File: src/rtl/esm_pkg.sv
//------------------------------------------------------------------------------
// Module  : esm_pkg
// Brief   : Shared ESM types and constants: control-message header layout,
//           router state encoding and destination module ids.
// Revision: 1.0
//------------------------------------------------------------------------------
`default_nettype none

package esm_pkg;

    localparam logic [31:0] esm_control_magic_num    = 32'hE5C0_A55A;
    localparam int          esm_control_header_words = 4;

    localparam logic [7:0] esm_module_id_dwell_ctrl  = 8'd0;
    localparam logic [7:0] esm_module_id_channelizer = 8'd1;
    localparam logic [7:0] esm_module_id_pulse_det   = 8'd2;
    localparam logic [7:0] esm_module_id_status_rpt  = 8'd3;

    typedef enum logic [2:0] {
        S_MAGIC   = 3'd0,
        S_SEQ     = 3'd1,
        S_TYPE    = 3'd2,
        S_PAD     = 3'd3,
        S_PAYLOAD = 3'd4,
        S_DROP    = 3'd5
    } esm_config_router_state_t;

    typedef struct packed {
        logic [31:0] magic;
        logic [31:0] seq;
        logic [7:0]  module_id;
        logic [7:0]  msg_type;
    } esm_control_header_t;

endpackage

`default_nettype wire

File: src/rtl/esm_config_router_if.sv
//------------------------------------------------------------------------------
// Module  : esm_config_router_if
// Brief   : Config AXI-stream input plus broadcast config bus output.
//           master = stream source / config sink, slave = router.
// Revision: 1.0
//------------------------------------------------------------------------------
`default_nettype none

interface esm_config_router_if #(
    parameter int NUM_MODULES = 4,
    parameter int IDX_W       = 6
);
    logic                   S_axis_valid;
    logic                   S_axis_ready;
    logic [31:0]            S_axis_data;
    logic                   S_axis_last;

    logic                   Cfg_valid;
    logic [NUM_MODULES-1:0] Cfg_module_sel;
    logic [7:0]             Cfg_msg_type;
    logic [31:0]            Cfg_data;
    logic                   Cfg_first;
    logic                   Cfg_last;
    logic [IDX_W-1:0]       Cfg_word_index;

    modport master (
        output S_axis_valid, S_axis_data, S_axis_last,
        input  S_axis_ready,
        input  Cfg_valid, Cfg_module_sel, Cfg_msg_type, Cfg_data,
               Cfg_first, Cfg_last, Cfg_word_index
    );

    modport slave (
        input  S_axis_valid, S_axis_data, S_axis_last,
        output S_axis_ready,
        output Cfg_valid, Cfg_module_sel, Cfg_msg_type, Cfg_data,
               Cfg_first, Cfg_last, Cfg_word_index
    );
endinterface

`default_nettype wire

File: src/rtl/esm_sat_counter.sv
//------------------------------------------------------------------------------
// Module  : esm_sat_counter
// Brief   : Event counter that sticks at all-ones instead of wrapping.
// Revision: 1.0
//------------------------------------------------------------------------------
`default_nettype none

module esm_sat_counter #(
    parameter int WIDTH = 16
) (
    input  wire logic             Clk,
    input  wire logic             Rstn,
    input  wire logic             inc,
    output logic [WIDTH-1:0]      count
);
    logic [WIDTH-1:0] count_q;
    logic [WIDTH-1:0] count_d;

    always_comb begin
        count_d = count_q;
        if (inc && (count_q != '1)) begin
            count_d = count_q + 1'b1;
        end
    end

    always_ff @(posedge Clk or negedge Rstn) begin
        if (!Rstn) begin
            count_q <= '0;
        end else begin
            count_q <= count_d;
        end
    end

    assign count = count_q;
endmodule

`default_nettype wire

File: src/rtl/esm_config_router.sv
//------------------------------------------------------------------------------
// Module  : esm_config_router
// Brief   : Validates ESM control-message headers and broadcasts payload words
//           to the addressed sub-block; malformed messages feed error counters.
//           Optional macro ESM_CONFIG_ROUTER_SEQ_CHECK_EN adds sequence checking.
// Revision: 1.0
//------------------------------------------------------------------------------
`default_nettype none

module esm_config_router
    import esm_pkg::*;
#(
    parameter int AXI_DATA_WIDTH    = 32,
    parameter int NUM_MODULES       = 4,
    parameter int MAX_PAYLOAD_WORDS = 64
) (
    input  wire logic             Clk,
    input  wire logic             Rstn,
    esm_config_router_if.slave    bus,
    output logic [15:0]           Err_magic_count,
    output logic [15:0]           Err_module_count,
    output logic [15:0]           Err_length_count,
    output logic [31:0]           Msg_count
`ifdef ESM_CONFIG_ROUTER_SEQ_CHECK_EN
    ,
    output logic [15:0]           Err_seq_count
`endif
);
    localparam int                     IDX_W    = $clog2(MAX_PAYLOAD_WORDS);
    localparam logic [IDX_W-1:0]       LAST_IDX = IDX_W'(MAX_PAYLOAD_WORDS - 1);
    localparam logic [NUM_MODULES-1:0] SEL_ONE  = NUM_MODULES'(1);

    esm_config_router_state_t state_q, state_d;

    logic                      ready_q, ready_d;
    logic [7:0]                module_id_q, module_id_d;
    logic [7:0]                hdr_type_q, hdr_type_d;
    logic [IDX_W-1:0]          word_cnt_q, word_cnt_d;
    logic                      cfg_valid_q, cfg_valid_d;
    logic [NUM_MODULES-1:0]    cfg_sel_q, cfg_sel_d;
    logic [7:0]                cfg_type_q, cfg_type_d;
    logic [AXI_DATA_WIDTH-1:0] cfg_data_q, cfg_data_d;
    logic                      cfg_first_q, cfg_first_d;
    logic                      cfg_last_q, cfg_last_d;
    logic [IDX_W-1:0]          cfg_idx_q, cfg_idx_d;

    logic beat;
    logic inc_magic, inc_module, inc_length, inc_msg;

`ifdef ESM_CONFIG_ROUTER_SEQ_CHECK_EN
    logic [31:0] seq_q, seq_d;
    logic [31:0] exp_seq_q, exp_seq_d;
    logic        exp_vld_q, exp_vld_d;
    logic        inc_seq;
`endif

    assign beat = bus.S_axis_valid & ready_q;

    always_comb begin
        state_d     = state_q;
        ready_d     = 1'b1;
        module_id_d = module_id_q;
        hdr_type_d  = hdr_type_q;
        word_cnt_d  = word_cnt_q;
        cfg_valid_d = 1'b0;
        cfg_sel_d   = '0;
        cfg_type_d  = cfg_type_q;
        cfg_data_d  = cfg_data_q;
        cfg_first_d = 1'b0;
        cfg_last_d  = 1'b0;
        cfg_idx_d   = cfg_idx_q;
        inc_magic   = 1'b0;
        inc_module  = 1'b0;
        inc_length  = 1'b0;
        inc_msg     = 1'b0;
`ifdef ESM_CONFIG_ROUTER_SEQ_CHECK_EN
        seq_d       = seq_q;
        exp_seq_d   = exp_seq_q;
        exp_vld_d   = exp_vld_q;
        inc_seq     = 1'b0;
`endif

        if (beat) begin
            // A last inside the header outranks any other header fault.
            if (bus.S_axis_last && (state_q inside {S_MAGIC, S_SEQ, S_TYPE, S_PAD})) begin
                inc_length = 1'b1;
                state_d    = S_MAGIC;
            end else begin
                case (state_q)
                    S_MAGIC: begin
                        if (bus.S_axis_data == esm_control_magic_num) begin
                            state_d = S_SEQ;
                        end else begin
                            inc_magic = 1'b1;
                            state_d   = S_DROP;
                        end
                    end
                    S_SEQ: begin
`ifdef ESM_CONFIG_ROUTER_SEQ_CHECK_EN
                        seq_d   = bus.S_axis_data;
`endif
                        state_d = S_TYPE;
                    end
                    S_TYPE: begin
                        module_id_d = bus.S_axis_data[31:24];
                        hdr_type_d  = bus.S_axis_data[23:16];
                        word_cnt_d  = '0;
                        if ({24'd0, bus.S_axis_data[31:24]} >= NUM_MODULES) begin
                            inc_module = 1'b1;
                            state_d    = S_DROP;
                        end else begin
                            state_d = S_PAD;
                        end
                    end
                    S_PAD: begin
`ifdef ESM_CONFIG_ROUTER_SEQ_CHECK_EN
                        // Header is complete here; mismatch resyncs rather than drops.
                        if (exp_vld_q && (seq_q != exp_seq_q)) begin
                            inc_seq = 1'b1;
                        end
                        exp_seq_d = seq_q + 32'd1;
                        exp_vld_d = 1'b1;
`endif
                        state_d = S_PAYLOAD;
                    end
                    S_PAYLOAD: begin
                        cfg_valid_d = 1'b1;
                        cfg_sel_d   = SEL_ONE << module_id_q;
                        cfg_type_d  = hdr_type_q;
                        cfg_data_d  = bus.S_axis_data;
                        cfg_first_d = (word_cnt_q == '0);
                        cfg_last_d  = bus.S_axis_last || (word_cnt_q == LAST_IDX);
                        cfg_idx_d   = word_cnt_q;
                        word_cnt_d  = word_cnt_q + 1'b1;
                        if (bus.S_axis_last) begin
                            inc_msg = 1'b1;
                            state_d = S_MAGIC;
                        end else if (word_cnt_q == LAST_IDX) begin
                            inc_length = 1'b1;
                            state_d    = S_DROP;
                        end
                    end
                    S_DROP: begin
                        if (bus.S_axis_last) begin
                            state_d = S_MAGIC;
                        end
                    end
                    default: state_d = S_MAGIC;
                endcase
            end
        end
    end

    always_ff @(posedge Clk or negedge Rstn) begin
        if (!Rstn) begin
            state_q     <= S_MAGIC;
            ready_q     <= 1'b0;
            module_id_q <= '0;
            hdr_type_q  <= '0;
            word_cnt_q  <= '0;
            cfg_valid_q <= 1'b0;
            cfg_sel_q   <= '0;
            cfg_type_q  <= '0;
            cfg_data_q  <= '0;
            cfg_first_q <= 1'b0;
            cfg_last_q  <= 1'b0;
            cfg_idx_q   <= '0;
        end else begin
            state_q     <= state_d;
            ready_q     <= ready_d;
            module_id_q <= module_id_d;
            hdr_type_q  <= hdr_type_d;
            word_cnt_q  <= word_cnt_d;
            cfg_valid_q <= cfg_valid_d;
            cfg_sel_q   <= cfg_sel_d;
            cfg_type_q  <= cfg_type_d;
            cfg_data_q  <= cfg_data_d;
            cfg_first_q <= cfg_first_d;
            cfg_last_q  <= cfg_last_d;
            cfg_idx_q   <= cfg_idx_d;
        end
    end

`ifdef ESM_CONFIG_ROUTER_SEQ_CHECK_EN
    always_ff @(posedge Clk or negedge Rstn) begin
        if (!Rstn) begin
            seq_q     <= '0;
            exp_seq_q <= '0;
            exp_vld_q <= 1'b0;
        end else begin
            seq_q     <= seq_d;
            exp_seq_q <= exp_seq_d;
            exp_vld_q <= exp_vld_d;
        end
    end

    esm_sat_counter #(.WIDTH(16)) u_err_seq (
        .Clk(Clk), .Rstn(Rstn), .inc(inc_seq), .count(Err_seq_count)
    );
`endif

    esm_sat_counter #(.WIDTH(16)) u_err_magic (
        .Clk(Clk), .Rstn(Rstn), .inc(inc_magic), .count(Err_magic_count)
    );
    esm_sat_counter #(.WIDTH(16)) u_err_module (
        .Clk(Clk), .Rstn(Rstn), .inc(inc_module), .count(Err_module_count)
    );
    esm_sat_counter #(.WIDTH(16)) u_err_length (
        .Clk(Clk), .Rstn(Rstn), .inc(inc_length), .count(Err_length_count)
    );
    esm_sat_counter #(.WIDTH(32)) u_msg (
        .Clk(Clk), .Rstn(Rstn), .inc(inc_msg), .count(Msg_count)
    );

    assign bus.S_axis_ready   = ready_q;
    assign bus.Cfg_valid      = cfg_valid_q;
    assign bus.Cfg_module_sel = cfg_sel_q;
    assign bus.Cfg_msg_type   = cfg_type_q;
    assign bus.Cfg_data       = cfg_data_q;
    assign bus.Cfg_first      = cfg_first_q;
    assign bus.Cfg_last       = cfg_last_q;
    assign bus.Cfg_word_index = cfg_idx_q;
endmodule

`default_nettype wire

File: src/flat_wrapper.sv
// flat-port wrapper written by rule: the top's interface ports become plain ports
module esm_config_router_flat import esm_pkg::*;
#(
    parameter int AXI_DATA_WIDTH    = 32,
    parameter int NUM_MODULES       = 4,
    parameter int MAX_PAYLOAD_WORDS = 64
)
  (Clk, Rstn, Err_magic_count, Err_module_count, Err_length_count, Msg_count, bus_S_axis_valid, bus_S_axis_data, bus_S_axis_last, bus_S_axis_ready, bus_Cfg_valid, bus_Cfg_module_sel, bus_Cfg_msg_type, bus_Cfg_data, bus_Cfg_first, bus_Cfg_last, bus_Cfg_word_index);
  esm_config_router_if #(.NUM_MODULES(NUM_MODULES), .IDX_W((6))) bus_i ();
  input  wire logic Clk;
  input  wire logic Rstn;
  output logic [15:0] Err_magic_count;
  output logic [15:0] Err_module_count;
  output logic [15:0] Err_length_count;
  output logic [31:0] Msg_count;
  input wire logic [$bits(bus_i.S_axis_valid)-1:0] bus_S_axis_valid;
  input wire logic [$bits(bus_i.S_axis_data)-1:0] bus_S_axis_data;
  input wire logic [$bits(bus_i.S_axis_last)-1:0] bus_S_axis_last;
  output wire logic [$bits(bus_i.S_axis_ready)-1:0] bus_S_axis_ready;
  output wire logic [$bits(bus_i.Cfg_valid)-1:0] bus_Cfg_valid;
  output wire logic [$bits(bus_i.Cfg_module_sel)-1:0] bus_Cfg_module_sel;
  output wire logic [$bits(bus_i.Cfg_msg_type)-1:0] bus_Cfg_msg_type;
  output wire logic [$bits(bus_i.Cfg_data)-1:0] bus_Cfg_data;
  output wire logic [$bits(bus_i.Cfg_first)-1:0] bus_Cfg_first;
  output wire logic [$bits(bus_i.Cfg_last)-1:0] bus_Cfg_last;
  output wire logic [$bits(bus_i.Cfg_word_index)-1:0] bus_Cfg_word_index;
  assign bus_i.S_axis_valid = bus_S_axis_valid;
  assign bus_i.S_axis_data = bus_S_axis_data;
  assign bus_i.S_axis_last = bus_S_axis_last;
  assign bus_S_axis_ready = bus_i.S_axis_ready;
  assign bus_Cfg_valid = bus_i.Cfg_valid;
  assign bus_Cfg_module_sel = bus_i.Cfg_module_sel;
  assign bus_Cfg_msg_type = bus_i.Cfg_msg_type;
  assign bus_Cfg_data = bus_i.Cfg_data;
  assign bus_Cfg_first = bus_i.Cfg_first;
  assign bus_Cfg_last = bus_i.Cfg_last;
  assign bus_Cfg_word_index = bus_i.Cfg_word_index;
  esm_config_router #(.AXI_DATA_WIDTH(AXI_DATA_WIDTH), .NUM_MODULES(NUM_MODULES), .MAX_PAYLOAD_WORDS(MAX_PAYLOAD_WORDS)) u_core (.Clk(Clk), .Rstn(Rstn), .bus(bus_i), .Err_magic_count(Err_magic_count), .Err_module_count(Err_module_count), .Err_length_count(Err_length_count), .Msg_count(Msg_count));
endmodule
File: config.mk
export PLATFORM = sky130hd
export DESIGN_NAME = esm_config_router_flat
export DESIGN_NICKNAME = d
export VERILOG_FILES = /design/src/rtl/esm_pkg.sv /design/src/rtl/esm_config_router_if.sv /design/src/rtl/esm_sat_counter.sv /design/src/rtl/esm_config_router.sv /design/src/flat_wrapper.sv
export SDC_FILE = /design/constraint.sdc
export NUM_CORES = 1
export LEC_CHECK = 0
export BUFFER_PORTS_ARGS = -buffer_cell sky130_fd_sc_hd__buf_2
export CORE_ASPECT_RATIO = 1.25
export CORE_UTILIZATION = 25
export DETAILED_ROUTE_END_ITERATION = 16
export SLEW_MARGIN = 10
export SYNTH_ARGS = -nofsm -noshare
export SYNTH_HDL_FRONTEND = slang
export SYNTH_SLANG_ARGS = --single-unit
File: constraint.sdc
create_clock -name Clk -period 3.1 [get_ports Clk]
set_clock_uncertainty 0.15 [all_clocks]
set_input_delay 0.62 -clock Clk [delete_from_list [all_inputs] [get_ports Clk]]
set_output_delay 0.62 -clock Clk [all_outputs]
set_load 0.05 [all_outputs]
# Yosys cells after proc, flatten, opt, wreduce, memory -nomap -nowiden
# Cells that the tools add are included.
dict set report op_classes {
  mux 37
  order_cmp 1
  shift 1
  bitwise 2
  n_eq_ne 13
  reduce_logical 14
  n_addsub 5
}
# op count
set ops {}
lappend ops {{16-bit by 1-bit adder with 16-bit output (second input constant)} 3}
lappend ops {{16-bit inequality test (second input constant)} 3}
lappend ops {{32-bit by 1-bit adder with 32-bit output (second input constant)} 1}
lappend ops {{32-bit equality test (second input constant)} 1}
lappend ops {{32-bit inequality test (second input constant)} 1}
lappend ops {{1-bit 2-to-1 mux} 26}
lappend ops {{3-bit 2-to-1 mux} 6}
lappend ops {{3-bit case mux with 6 select lines} 1}
lappend ops {{4-bit 2-to-1 mux} 3}
lappend ops {{6-bit case mux with 2 select lines} 1}
lappend ops {{3-bit AND reduction} 4}
lappend ops {{8-bit by 3-bit >= comparator with 1-bit output (second input constant)} 1}
lappend ops {{1-bit by 8-bit << shifter with 4-bit output (first input constant)} 1}
lappend ops {{6-bit by 1-bit adder with 6-bit output (second input constant)} 1}
lappend ops {{3-bit by 2-bit equality test with 1-bit output (second input constant)} 2}
lappend ops {{3-bit equality test (second input constant)} 2}
lappend ops {{6-bit equality test (second input constant)} 1}
lappend ops {{6-bit zero test} 1}
lappend ops {{1-bit logical AND} 5}
lappend ops {{4-bit by 2-bit inequality test with 1-bit output (second input constant)} 1}
lappend ops {{4-bit nonzero test} 1}
lappend ops {{3-bit by 1-bit equality test with 1-bit output (second input constant)} 1}
lappend ops {{3-bit zero test} 1}
lappend ops {{3-bit by 2-bit inequality test with 1-bit output (second input constant)} 1}
lappend ops {{other kinds (4)} 4}
dict set report totals {
  out_inout_bits 134
  in_bits 36
  ff_bits 159
  word_cells 89
}

# Longest topological paths before layout
dict set report depth {
  ltp_word 7
  mapped_depth 8
}

# Modules after synthesis
# From an unflattened synthesis, not the netlist that was laid out.
dict set report hier_totals {
  hier_cells 700
  area_unflattened_um2 7547.2
}
# mod cells_each n_inst area_per_inst_um2
set modules_own_cells {}
lappend modules_own_cells {esm_config_router 337 1 3384.5}
lappend modules_own_cells {{esm_sat_counter (u_core.u_err_magic ...)} 72 2 859.6}
lappend modules_own_cells {{esm_sat_counter (u_core.u_msg)} 142 1 1559.0}
lappend modules_own_cells {{esm_sat_counter (u_core.u_err_length)} 77 1 884.6}

# Worst setup path after synthesis
# OpenSTA, ideal clock, no wires.
dict set report synth_path {
  kind {register to register}
  startpoint {register u_core.u_msg.count_q[22], in the netlist u_core.u_msg.count[22]}
  endpoint {register u_core.u_msg.count_q[16], in the netlist u_core.u_msg.count[16]}
  n_path_buf 1
  stages_incl_launch_ff 7
  t_arrival_ps 2295
  setup_slack_ps 510
  synth_period_minus_slack_ps 2590
  setup_ps 146
  cell_sequence {dfrtp_1 -> nand4_2 -> or3_1 -> nor4b_4 -> buf_4 -> nor3_1 -> xor2_1}
}
dict set report synth_between {
  elab_chain_cells 2
}
# item line
set synth_rtl {}
lappend synth_rtl {{from (decl)} esm_sat_counter.sv:16} ;# logic [WIDTH-1:0] count_q;
lappend synth_rtl {{from (signal assigned)} esm_sat_counter.sv:30} ;# count_q <= count_d;
lappend synth_rtl {{32-bit inequality test} esm_sat_counter.sv:21} ;# if (inc && (count_q != '1)) begin
lappend synth_rtl {{1-bit logical AND} esm_sat_counter.sv:21}
# No other way between the ends.
# A chain may end at the register's enable or synchronous reset.

# Worst setup path after layout
dict set report layout_path {
  startpoint {register u_core.state_q[0]}
  endpoint {register u_core.u_msg.count_q[31], in the netlist u_core.u_msg.count[31]}
}
dict set report layout_between {
  elab_chain_cells 6
  word_cells_on_any_way 11
  classes_between {eq/ne: 4; mux: 3; reduce/logical: 4}
}
# item line
set layout_rtl {}
lappend layout_rtl {{from (decl)} esm_config_router.sv:33} ;# esm_config_router_state_t state_q, state_d;
lappend layout_rtl {{from (signal assigned)} esm_config_router.sv:169} ;# state_q <= state_d;
lappend layout_rtl {{3-bit by 1-bit equality test with 1-bit output (tied with other cells)} esm_config_router.sv:85} ;# if (bus.S_axis_last && (state_q inside {S_MAGIC, S_SEQ, S_TYPE, S_PAD})) begin
lappend layout_rtl {{4-bit nonzero test} esm_config_router.sv:85}
lappend layout_rtl {{1-bit logical AND} esm_config_router.sv:85}
lappend layout_rtl {{1-bit 2-to-1 mux *} esm_config_router.sv:85}
lappend layout_rtl {{1-bit 2-to-1 mux *} esm_config_router.sv:83} ;# if (beat) begin
lappend layout_rtl {{1-bit logical AND *} esm_sat_counter.sv:21}
# Mark *: on every way between the ends. The rest lies on a longest branch, timed or not.

==> impl_results.md <==
- GR Overflow Total: 0
- Min-delay worst type: in -> reg
- CTS Sinks: around 160
- Wire per inst: 15.6 um
- CP Class: reg -> reg
- Max_cap viols: 0
- Num rows: a little under 70
- Register area: roughly 0.0040 mm^2
- Synth warn: 0
- CTS H-tree depth: 4
- Max-Slew Margin vs Limit: between 50 and 60%
- Worst-path clk slew: 0.07 ns
- CP max stage delay: between 0.6 and 0.7 ns
- Worst EP required: roughly 3.3 ns
- Port Buf Inserts: around 170
- Final antenna-violating net count: 0
- Vias in the first global route: 5538
- Syn Nets: 669
- Hold_ws: 0.255 ns
- Nets: between 800 and 900
- Core area: roughly 0.028 mm^2
- Initial DRC count: between 200 and 250
- VDD IR max: around 0.42 mV
- Setup TNS Final: 0 ns
- Period minus WS final: between 2 and 2.5 ns
- Synthesized cell area: slightly above 0.007 mm^2
- Initial antenna violation count: 1
- FF+latch count, synth: roughly 160
- Most frequent cells in the layout: buf_2, dfrtp_1, nand2_1, xor2_1, mux2_2
- Die Width: about 150 um
- CP Cell Sequence: nand3b_4 > or3_1 > or4_1 > nor4_4 > xor2_1
- DR DRC count: 0
- Placement Cell Area: between 0.008 and 0.009 mm^2
- Die Span Y: between 150 and 200 um
- Primary FF master, synth: dfrtp_1
- Area of the multi-input gates: between 0.003 and 0.004 mm^2
- Fraction of layout cells with a size suffix above 1: 33.9%
- CTS max path bufs: 2
- PostCTS Resize Cnt: 0
- Tot GR Track Use: between 10% and 20%
- Clk root buf: clkbuf_16
- Fillcell total: between 2000 and 3000
- Async SR Flop Fraction: 100%
- Final period util: between 70% and 80%
- Post-synth EDFFs: 0
- First-pass GRT wire length: approximately 30000 um
- Worst-Margin Slew: roughly 0.7 ns
- Setup violations, final: 0
- Final Wtd Congestion: roughly 0.79
- Worst skew pair latency: roughly 0.43 ns
- LEAKAGE: between 4 and 5 nW
- Status: completed
- Num ports: between 150 and 200
- Pin count of the biggest net entering global routing: 61
- RSZ-0062 raised after global routing: false
- Via count: between 5000 and 6000
- Crit Path Max Fanout: 9
- Final instance area: between 0.009 and 0.01 mm^2
- CTS tree: done
- Area delta synth->final: 26.9%
- Synth unique cells: 53
- Post-CTS Hold Fix Bufs: 1
- Number of vias per cell: ~4.6
- Critical Path Start Type: flop
- Register area share after synthesis: approximately 56%
- Clock buffer count from CTS: 17
- Post-Syn Instances: roughly 630
- Commonest non-fill, non-tap cell in the layout: buf_2
- Setup Fix Bufs, Post-CTS: 0
- Critical Path Slowest Stage Cell: or4_1
- Power density over cell area: 835 mW/mm^2
- Slew Viols, Final: 0
- Final Hold Vio Count: 0
- Final wirelength: approximately 18000 um
- Die Area: between 0.02 and 0.03 mm^2
- Critical Path AT: 2.67 ns
- Fmax achieved: just over 400 MHz
- Detail Placement HPWL: 13300 um
- Avg Inst Size Synth: around 11 um^2
- Initial core utilization: 25.6%
- Critical Path End Type: flop
- DR pass1 iterations: 4
registers in the layout (all words and copies together), names as in the netlist:
signal                     cells
u_core.bus.Cfg_data           32
u_core.bus.Cfg_first           1
u_core.bus.Cfg_last            1
u_core.bus.Cfg_module_sel      4
u_core.bus.Cfg_msg_type        8
u_core.bus.Cfg_valid           1
u_core.bus.Cfg_word_index      6
u_core.bus.S_axis_ready        1
u_core.hdr_type_q              8
u_core.module_id_q             8
u_core.state_q                 3
u_core.u_err_length.count     16
u_core.u_err_magic.count      16
u_core.u_err_module.count     16
u_core.u_msg.count            32
u_core.word_cnt_q              6
area by class of cell:
class                      instances  area share [%]
inverter                          16           0.665
clock inverter                    12            1.12
clock buffer                      20            5.17
antenna                            1          0.0277
timing repair buffer             182            10.8
sequential                       159            44.1
tap                              350            4.85
multi-input combinational        435            33.3
path summary, 6_finish.rpt:
path | start | end | slack [ns] | cells past startpoint
worst max register to register | u_core.state_q[0]$_DFFE_PN0P_ | u_core.u_msg.count[31]$_DFFE_PN0P_ | 0.62 | 5
min in group asynchronous | Rstn | u_core.u_err_module.count[0]$_DFFE_PN0P_ | 0.52 | 2
worst min-delay path | bus_S_axis_data[22] | u_core.hdr_type_q[6]$_DFFE_PN0P_ | 0.26 | 3
worst min register to register | u_core.module_id_q[1]$_DFFE_PN0P_ | u_core.bus.Cfg_module_sel[1]$_DFF_PN0_ | 0.31 | 1
worst max-delay path | u_core.state_q[0]$_DFFE_PN0P_ | u_core.u_msg.count[31]$_DFFE_PN0P_ | 0.62 | 5
max in group asynchronous | Rstn | u_core.u_err_length.count[2]$_DFFE_PN0P_ | 1.56 | 3
cell usage after synthesis, types with 2 or more instances:
master / number / share of area (%)
a22o_1: 3 / 0.37
xnor2_1: 27 / 3.3
mux2_2: 47 / 7.4
nor4_2: 3 / 0.53
xor2_1: 49 / 6.0
or4_1: 2 / 0.21
o21ai_0: 6 / 0.42
nand4_1: 30 / 2.6
buf_2: 6 / 0.42
and4_1: 7 / 0.86
nor4_1: 13 / 1.1
a31oi_1: 3 / 0.26
nand2_1: 83 / 4.4
nand3_1: 30 / 2.1
nor4bb_1: 2 / 0.28
or2_2: 4 / 0.35
dfrtp_1: 159 / 56
and2_1: 2 / 0.18
and3_1: 11 / 0.97
nor3_1: 25 / 1.8
nor4b_1: 2 / 0.25
nor3_2: 4 / 0.56
inv_1: 15 / 0.79
mux2i_1: 3 / 0.42
and4b_1: 3 / 0.42
or3_1: 5 / 0.44
clkbuf_1: 10 / 0.53
nor2_1: 43 / 2.3
ha_1: 6 / 1.1
stage by stage:
stage                     utilization, %  setup WS [ns]  power, mW  cells
after floorplan                        -          0.510       4.84    627
after global placement              30.4          0.396       5.54   1141
after detailed placement            30.4          0.364       5.58   1141
after CTS                           32.4          0.619       7.66   1174
after global routing                32.5          0.489       7.93   1175
final                               32.5          0.624       7.54   1175
routing by layer:
layer,up-vias,part of all wire (%),GRT usage [%]
li1,2578,-,-
met1,2654,43,15.5
met2,125,50,22.5
met3,20,5.0,3.70
met4,0,2.0,5.24
met5,-,0,0
worst max-delay path, delay by kind of cell (launching register included):
kind,cells,cell delay (ns)
DFF,1,0.51
xor gates and xnor gates,1,0.16
and+or+nand+nor,4,1.58
cell families after synthesis:
family | count (synthesis) | synth area share [%]
AND/OR/NAND/NOR | 280 | 21.5
flip-flops | 159 | 55.9
XOR/XNOR | 76 | 9.36
multiplexers | 51 | 8.02
buffers and inverters | 33 | 1.90
AO/OA/AOI/OAI | 21 | 2.18
adder cells (fa/ha/maj) | 6 | 1.06
other | 1 | 0.0527
power by group:
part           internal, mW  switching, mW
clock                  1.11          0.936
sequential             2.56          0.364
combinational         0.710           1.87
total                  4.38           3.17
Power figures use the tool's default switching activity.
